`config.mk`:
```
export PLATFORM = sky130hd
export DESIGN_NAME = tx_serializer
export DESIGN_NICKNAME = d
export VERILOG_FILES = /design/src/rtl/tx_serializer.sv
export SDC_FILE = /design/constraint.sdc
export NUM_CORES = 1
export LEC_CHECK = 0
export BUFFER_PORTS_ARGS = -buffer_cell sky130_fd_sc_hd__buf_4
export CORE_MARGIN = 10
export CORE_UTILIZATION = 50
export CTS_CLUSTER_DIAMETER = 120
export DETAILED_ROUTE_END_ITERATION = 10
export PLACE_DENSITY = 0.81
export SYNTH_ARGS = -nofsm -noshare
export SYNTH_HDL_FRONTEND = slang
export SYNTH_SLANG_ARGS = --single-unit
```
`constraint.sdc`:
```
create_clock -name clk -period 1.6 [get_ports clk]
set_input_delay 0.32 -clock clk [delete_from_list [all_inputs] [get_ports clk]]
set_output_delay 0.32 -clock clk [all_outputs]
set_load 0.02 [all_outputs]
```
`src/rtl/tx_serializer.sv`:
```
// TX-side parallel-to-serial converter: one DATA_WIDTH-bit frame per DATA_WIDTH clocks, LSB first.
// Sources per frame: payload (valid/ready), PRBS7 training, 1010 clock pattern or hold-low.
module tx_serializer #(
    parameter int unsigned           DATA_WIDTH   = 10,
    parameter logic [DATA_WIDTH-1:0] IDLE_PATTERN = 10'b0101010101,
    parameter logic [6:0]            PRBS_SEED    = 7'h7F
) (
    input  logic                  clk,
    input  logic                  rst,
    input  logic                  en,
    input  logic [1:0]            mode,
    input  logic [DATA_WIDTH-1:0] data_in,
    input  logic                  data_valid,
    output logic                  data_ready,
    output logic                  serial_out,
    output logic                  word_start,
    output logic                  underflow
);

    localparam int unsigned   CW       = $clog2(DATA_WIDTH);
    localparam logic [CW-1:0] LAST_BIT = CW'(DATA_WIDTH - 1);

    localparam logic [0:0] ST_OFF = 1'b0;
    localparam logic [0:0] ST_RUN = 1'b1;

    localparam logic [1:0] MODE_DATA = 2'b00;
    localparam logic [1:0] MODE_PRBS = 2'b01;
    localparam logic [1:0] MODE_CLK  = 2'b10;

    logic [0:0]            state_q,     state_d;
    logic [CW-1:0]         bit_cnt_q,   bit_cnt_d;
    logic [DATA_WIDTH-1:0] shreg_q,     shreg_d;
    logic [6:0]            lfsr_q,      lfsr_d;
    logic [1:0]            last_mode_q, last_mode_d;
    logic                  serial_q,    serial_d;
    logic                  word_start_q, word_start_d;
    logic                  underflow_q, underflow_d;

    logic                  load_slot;
    logic [CW-1:0]         bit_nxt;
    logic [6:0]            lfsr_walk;
    logic [DATA_WIDTH-1:0] prbs_word;
    logic [DATA_WIDTH-1:0] clk_word;
    logic [DATA_WIDTH-1:0] word;

    assign load_slot  = en & ((state_q == ST_OFF) | (bit_cnt_q == LAST_BIT));
    assign data_ready = load_slot & (mode == MODE_DATA) & ~rst;
    assign bit_nxt    = bit_cnt_q + CW'(1);

    assign serial_out = serial_q;
    assign word_start = word_start_q;
    assign underflow  = underflow_q;

    // PRBS7 restarts from the seed whenever the link enters PRBS mode afresh; otherwise it continues.
    always_comb begin
        lfsr_walk = ((state_q == ST_OFF) || (last_mode_q != MODE_PRBS)) ? PRBS_SEED : lfsr_q;
        prbs_word = '0;
        clk_word  = '0;
        for (int unsigned i = 0; i < DATA_WIDTH; i++) begin
            prbs_word[i] = lfsr_walk[6];
            lfsr_walk    = {lfsr_walk[5:0], lfsr_walk[6] ^ lfsr_walk[5]};
            clk_word[i]  = ~i[0];
        end
    end

    always_comb begin
        state_d      = state_q;
        bit_cnt_d    = bit_cnt_q;
        shreg_d      = shreg_q;
        lfsr_d       = lfsr_q;
        last_mode_d  = last_mode_q;
        serial_d     = 1'b0;
        word_start_d = 1'b0;
        underflow_d  = 1'b0;
        word         = '0;

        if (!en) begin
            state_d   = ST_OFF;
            bit_cnt_d = '0;
        end else if (load_slot) begin
            state_d      = ST_RUN;
            last_mode_d  = mode;
            bit_cnt_d    = '0;
            word_start_d = 1'b1;
            case (mode)
                MODE_DATA: begin
                    if (data_valid) begin
                        word = data_in;
                    end else begin
                        word        = IDLE_PATTERN;
                        underflow_d = 1'b1;
                    end
                end
                MODE_PRBS: begin
                    word   = prbs_word;
                    lfsr_d = lfsr_walk;
                end
                MODE_CLK: word = clk_word;
                default:  word = '0;
            endcase
            shreg_d  = word;
            serial_d = word[0];
        end else begin
            serial_d  = shreg_q[bit_nxt];
            bit_cnt_d = bit_nxt;
        end
    end

    always_ff @(posedge clk) begin
        if (rst) begin
            state_q      <= ST_OFF;
            bit_cnt_q    <= '0;
            shreg_q      <= '0;
            lfsr_q       <= PRBS_SEED;
            last_mode_q  <= MODE_DATA;
            serial_q     <= 1'b0;
            word_start_q <= 1'b0;
            underflow_q  <= 1'b0;
        end else begin
            state_q      <= state_d;
            bit_cnt_q    <= bit_cnt_d;
            shreg_q      <= shreg_d;
            lfsr_q       <= lfsr_d;
            last_mode_q  <= last_mode_d;
            serial_q     <= serial_d;
            word_start_q <= word_start_d;
            underflow_q  <= underflow_d;
        end
    end

endmodule

```
# Yosys cells after proc, flatten, opt, wreduce, memory -nomap -nowiden
# Index checks and enable logic that the tools add are counted.
# Widths: inputs -> output; s select.
# totals
ff_bits,27
ram_bits,0
rom_bits,0
out_inout_bits,4
memories,0
latchBits,0
word_cells,48
# classes
muxes,8
shift,0
n_div,0
n_eq_ne,4
bitwise_logic,19
magnitude_cmp,1
n_reduce_logical,7
mul,0
n_addsub,1
# op_table
op,count
$pmux 10 s3,1
$mux 10,1
$xor 1x1->1,10
$mux 7,1
$lt 4x5->1 const B,1
$not 1->1,5
$add 4x1->4 const B,1
$bmux 1 s4,1
$eq 4x4->1 const B,1
$mux 1,4
$reduce_or 4->1,1
$and 1x1->1,3
$reduce_and 3->1,1
$reduce_or 3->1,1
$eq 2x1->1 const B,1
$eq 2x2->1 const B,1
$logic_not 2->1,1
$ne 2x1->1 const B,1
$reduce_and 2->1,1
$reduce_or 2->1,1
$logic_or 1x1->1,1
$or 1x1->1,1

# Depth between registers and ports, before layout
# Gate-level depths: netlist of run 1.
# depth
word_depth,6
ltp_mapped,7

# Worst setup path after synthesis of run 1
# OpenSTA, ideal clock, no wires.
# synth_path
kind,register to output
from,register bit_cnt_q[0]
to,output port data_ready
stages_incl_launch_ff,5
t_required_ns,1.280
t_arrival_ns,1.484
path_buffers,0
slack_ns,-0.204
cell_sequence,dfxtp_1 -> ha_1 -> and3b_1 -> o21ai_1 -> nor4_1
# synth_between
elab_chain_cells,5
# synth_lines
element,line_no,rtl
"start, declared",31,"logic [CW-1:0] bit_cnt_q, bit_cnt_d;"
"start signal, assigned",121,bit_cnt_q <= bit_cnt_d;
$eq 4x4->1,46,assign load_slot = en & ((state_q == ST_OFF) | (bit_cnt_q == LAST_BIT));
$or 1x1->1,46,
$and 1x1->1,46,
$and 1x1->1 (2 in a row),47,assign data_ready = load_slot & (mode == MODE_DATA) & ~rst;
"end, declared",14,"output logic data_ready,"
# No other way between the ends.

# Worst setup path in the final report of run 1
# layout_path
from,register bit_cnt_q[1]
to,output port data_ready
# The elaborated chain is that of the path after synthesis.

==> metrics.txt, run 1 <==
R2R cell count=9; final period utilization=112%; critical path class=flip-flop to primary output; Syn Nets=about 170; buffers added on ports=19; fmax=around 560 MHz; Routed Wire Length=around 3500 um; Via density=5.89; reg2reg end=shreg_q[9]; Die Y=approximately 72 um; yosys warns=0; switch share=around 27%; placed standard-cell area=~1600 um2; syn avg cell area=just under 9 um2; core area=between 2000 and 3000 um2; prevailing post-synth register cell=dfxtp_1; Initial DRT Pass Iterations=4; HP Class=input port to flip-flop; Finished Layout Cells=around 220; Overall Global Routing Usage=about an eighth; final instance area=between 1500 and 2000 um2; reg2reg setup slack=-0.18 ns; top cell type's share of synthesized area=~39%; clock transition at the registers of the reported paths=0.15 ns; DR iter-0 viols=58; TritonCTS clock tree=built; clk_lat worst skew=approximately 0.32 ns; Rel. slew slack=73.8%; Period minus WS final=1.79 ns; Slowest cell on crit path=dfxtp_2; Clk network pwr share=around a quarter; area of the die=between 5000 and 6000 um2; first-pass GRT wire length=5620 um; Rows=18; initial antenna violation count=0; Worst EP required=1.28 ns; Syn-to-layout area delta=31.3%; WHS Path Cells=3; grt total ovfl=0; via count=1289; WL/cell=around 16 um; run status=finished, violations left; RSZ-0062 raised after global routing=yes; Worst Hold Path EP=last_mode_q[1]; Distinct cells, synth=39; Worst Hold Launch=mode[1]; crit path max fanout=2; pwr dens=about 700 nW/um2; DIE WIDTH=about 72 um; Clock Tree Root=clkbuf_4; worst r2r src=bit_cnt_q[1]; critical path startpoint category=flip-flop; largest net degree at the start of global routing=22; CTS buffer count=3; Initial Utilization=53.9%; RePlAce Congestion=0.825; final hold vios=0; Setup violations, final=21; Leak=roughly 0.70 nW; CTS Buffer Depth=2; post-route setup slack=-0.190 ns; Critical Path End Type=primary output; combinational fraction of design power=about a fifth; Syn Inst Count=155; cells taking the most area after synthesis=dfxtp_1 (39%), xnor2_1 (7.0%), a211o_1 (5.1%), a21oi_1 (4.4%), nand2_1 (4.4%); critical path data arrival time=between 1 and 1.5 ns; drt drc=0; sequential-to-total area share from yosys stat=between 30% and 40%; internal power=roughly 0.93 mW; half-perimeter wire length after placement=around 2500 um; area leader, netlist=dfxtp_1; Psw=~0.35 mW; ys async rst share=0%; diode count=0; slew of the pin with the lowest slew margin=0.392 ns; number of I/O pins=20; crit-path cells=inv_2 > ha_4 > and3b_2 > o21ai_4 > nor4_4 > buf_4; dpl cells=206; setup TNS=-1.62 ns; layout cells sized above 1=between 30% and 40%; EDFF count, synth=0; vias in the first global route=~1200; Final ANT Viol Nets=0; delay of the slowest critical-path stage=~0.35 ns; Syn Std Cell Area=~1400 um2; Core Util, Final=between 70% and 80%; Yosys reg bits=27; clk sinks=27; failing checks=setup timing; VDD IR max=0.000506 V; # hold bufs at CTS=0; Seq pwr share=around 57%; clock skew=0.00471 ns; total power=1.28 mW; H-tree levels=1; Max Slew Vio Count=0; fin nets=between 200 and 250; maxcap violations=0
==> layer usage <==
metal | global-route usage (%) | wire length, um | share of wire [%]
met1 | 16.6 | 1610 | 46
met2 | 19.8 | 1560 | 44
met3 | 3.54 | 224 | 6.4
met4 | 4.64 | 131 | 3.7
met5 | 0 | 0 | 0
==> cell usage after synthesis, types with 2 or more instances <==
master / n
nand2_1: 16
o21bai_1: 2
clkbuf_1: 3
buf_2: 5
ha_1: 2
o31ai_1: 2
a31oi_1: 3
mux2i_1: 3
nor2b_1: 3
xnor2_1: 11
a21boi_0: 2
nor2_1: 10
o21ai_0: 2
inv_1: 5
dfxtp_1: 27
nor3_1: 10
nand3_1: 3
nand3b_1: 3
a211o_1: 8
or3_1: 3
a2111o_1: 3
a21oi_1: 12
==> per-stage QoR <==
stage | setup slack [ns] | hold WS [ns]
floorplan | 0.0295 | 0.392
global placement | 0.0236 | 0.439
detailed placement | -0.0353 | 0.444
CTS | -0.331 | 0.265
global route | -0.248 | 0.284
finish | -0.190 | 0.285
==> layout make-up <==
class                   count  area, um2
flip-flops and latches     27        543
inverters                   5       18.8
multi-input cells         112        848
repair buffers             41        324
well taps                  30       37.5
clock buffers               3       22.5
fillers                   181        743
clock inverters             1       7.51
==> worst max-delay path by stage <==
stage / from / end / slack [ns] / depth (start not counted)
final: bit_cnt_q[1] / data_ready / -0.19 / 6
after CTS: bit_cnt_q[1] / data_ready / -0.33 / 6
after global placement: bit_cnt_q[0] / shreg_q[9] / 0.02 / 6
after global routing: bit_cnt_q[1] / data_ready / -0.25 / 6
after floorplan: bit_cnt_q[1] / lfsr_q[6] / 0.03 / 7
after detailed placement: bit_cnt_q[0] / shreg_q[9] / -0.04 / 6
==> power by group through the flow <==
| stage | Clock, mW | Combinational [mW] | Sequential [mW] |
|---|---|---|---|
| 5_1_grt | 0.331 | 0.273 | 0.732 |
| 4_1_cts | 0.312 | 0.214 | 0.728 |
| 3_3_place_gp | 0 | 0.197 | 0.741 |
| 2_1_floorplan | 0 | 0.126 | 0.735 |
| 6_report | 0.299 | 0.252 | 0.729 |
| 3_5_place_dp | 0 | 0.203 | 0.742 |
==> cells by family after synthesis <==
group	after synthesis	synth area share, %
AOI/OAI and AO/OA	41	22.7
and+or+nand+nor	53	18.9
buffers and inverters	16	5.47
adders and majority gates	2	1.82
DFF	27	39.4
xor gates and xnor gates	12	7.66
muxes	4	4.10
==> cells in the final DEF, fill, tap and decap left out, drive strengths merged, types with 3 or more instances in the layout <==
cell / count
buf: 41
dfxtp: 27
nand2: 16
a21oi: 12
xnor2: 11
nor2: 10
nor3: 10
a211o: 8
inv: 5
nand3b: 3
a2111o: 3
a31oi: 3
nor2b: 3
nand3: 3
or3: 3
mux2i: 3
clkbuf: 3
o21ai: 3
==> repair_timing <==
item | in CTS | in global routing
setup buffers | 3 | 6
gates resized for setup | 11 | 16
pin swaps | 4 | 14
cloned | 0 | 0
endpoints found under the setup margin | 12 | 20
==> registers in the layout, indices dropped and copies added, names as in the netlist <==
name and count:
last_mode_q 2, state_q 1, lfsr_q 7, underflow 1
bit_cnt_q 4, shreg_q 10, serial_out 1, word_start 1
==> worst max-delay path, delay by kind of cell, from the launching register on <==
family                     cells  cell delay, ns
buffers and inverters          2            0.24
DFF                            1            0.35
AOI/OAI and AO/OA              1            0.07
adders and majority gates      1            0.12
and+or+nand+nor                2            0.35
(Power assumes the default switching activity.)
==> inputs of run 2 (changes only) <==
--- a/config.mk
+++ b/config.mk
@@ -10,7 +10,8 @@
 export CORE_UTILIZATION = 50
 export CTS_CLUSTER_DIAMETER = 120
 export DETAILED_ROUTE_END_ITERATION = 10
-export PLACE_DENSITY = 0.81
+export PLACE_DENSITY_LB_ADDON = 0.1
+export SETUP_SLACK_MARGIN = 0.3
 export SYNTH_ARGS = -nofsm -noshare
 export SYNTH_HDL_FRONTEND = slang
 export SYNTH_SLANG_ARGS = --single-unit
==> metrics.txt, run 2 (synthesis gave the netlist of run 1 again) <==
run status=finished, violations left; failing checks=setup timing; Worst EP required=around 1.3 ns; Critical Path End Type=primary output; Syn-to-layout area delta=31.8%; core area=2540 um2; Largest regs=shreg_q x10, lfsr_q x7, bit_cnt_q x4; Overall Global Routing Usage=a little over an eighth; setup TNS=-1.30 ns; diode count=0; Initial DRT Pass Iterations=4; Finished Layout Cells=roughly 220; Rel. slew slack=roughly 73%; Leak=0.688 nW; Routed Wire Length=between 3000 and 4000 um; clk sinks=27; Setup violations, final=17; grt total ovfl=0; post-route setup slack=-0.198 ns; number of I/O pins=20; initial antenna violation count=0; DR iter-0 viols=between 80 and 90; largest net degree at the start of global routing=22; crit-path cells=inv_2 > ha_4 > and3b_2 > o21ai_4 > nor4_4 > buf_4; WHS Path Cells=2; DIE WIDTH=roughly 72 um; half-perimeter wire length after placement=approximately 2500 um; RePlAce Congestion=between 0.8 and 0.9; clock skew=0.00113 ns; RSZ-0062 raised after global routing=yes; layout cells sized above 1=a little over a third; max FFs per register=10; VDD IR max=around 0.0006 V; first-pass GRT wire length=around 5700 um; buffers added on ports=19; R2R cell count=8; HP Class=input port to flip-flop; area of the die=5240 um2; CTS buffer count=3; slew of the pin with the lowest slew margin=~0.41 ns; WL/cell=17.2 um; Final ANT Viol Nets=0; vias in the first global route=1201; # hold bufs at CTS=0; delay-heaviest family, CP=flip-flops; Buf+Inv Stages, Crit Path=2; pwr dens=roughly 700 nW/um2; final hold vios=0; dpl cells=204; Die Y=slightly above 70 um; fin nets=slightly above 200; placed standard-cell area=approximately 1600 um2; maxcap violations=0; critical path depth=6; critical path startpoint category=flip-flop; total power=1.29 mW; Max Slew Vio Count=0; Initial Utilization=between 50% and 60%; crit path max fanout=2; Slowest cell on crit path=dfxtp_2; clk_lat worst skew=approximately 0.33 ns; # fillers=slightly below 200; TritonCTS clock tree=built; Place WS=around 0.022 ns; final period utilization=112%; Biggest register=shreg_q; CTS Buffer Depth=2; leading cell types in the layout, fill and taps excluded=buf_4 (32), dfxtp_1 (24), nand2_1 (15), nor2_1 (10), xnor2_1 (10); drt drc=0; delay of the slowest critical-path stage=about 0.36 ns; Via density=around 5.9; via count=1268; Clock Tree Root=clkbuf_4; critical path class=flip-flop to primary output; final instance area=between 1500 and 2000 um2; commonest non-fill, non-tap cell in the layout=buf_4; fmax=556 MHz; Period minus WS final=1.80 ns; critical path data arrival time=between 1 and 1.5 ns; clock transition at the registers of the reported paths=around 0.15 ns; Rows=18; H-tree levels=1
run 2: cell type report:
type | count | area (um2) | area share [%]
clock buffer | 3 | 22.5 | 1.24
sequential | 27 | 547 | 30.2
multi-input combinational | 112 | 858 | 47.4
tap | 30 | 37.5 | 2.07
inverter | 5 | 18.8 | 1.04
clock inverter | 1 | 7.51 | 0.415
timing repair buffer | 37 | 318 | 17.6
run 2: what timing repair did:
item,4_1_cts,5_1_grt
pin swaps,2,7
setup endpoints to repair,26,25
gates cloned,0,1
setup buffers,5,1
resized for setup,6,16
run 2: final timing paths:
path	start	endpoint	slack, ns
max	bit_cnt_q[1]	data_ready	-0.20
min	data_valid	underflow	0.19
max reg2reg	bit_cnt_q[0]	shreg_q[3]	-0.16
min reg2reg	shreg_q[7]	shreg_q[7]	0.47
run 2: worst reg2reg max path, delay by kind of cell (launching register included):
| family | cells | cell delay, ns |
|---|---|---|
| compound gates | 3 | 0.57 |
| buf+inv | 3 | 0.40 |
| simple gates | 1 | 0.22 |
| flops | 1 | 0.40 |
| fa+ha+maj | 1 | 0.13 |
run 2: report_power, final:
group	internal [mW]	switching [mW]	total (mW)
Sequential	0.702	0.0262	0.728
Combinational	0.130	0.123	0.252
Clock	0.0958	0.219	0.315
Total	0.927	0.367	1.29
run 2: routing by layer:
layer  share of wire, %  global-route usage (%)
met5                  0                       0
met4                1.7                    5.49
met3                6.6                    3.27
met2                 46                    20.4
met1                 46                    17.2
run 2: metrics by stage:
step / hold WS, ns / util, %
finish: 0.190 / 71.1
global route: 0.192 / 71.1
global placement: 0.440 / 63.6
CTS: 0.185 / 67.3
floorplan: 0.392 / -
detailed placement: 0.452 / 63.6
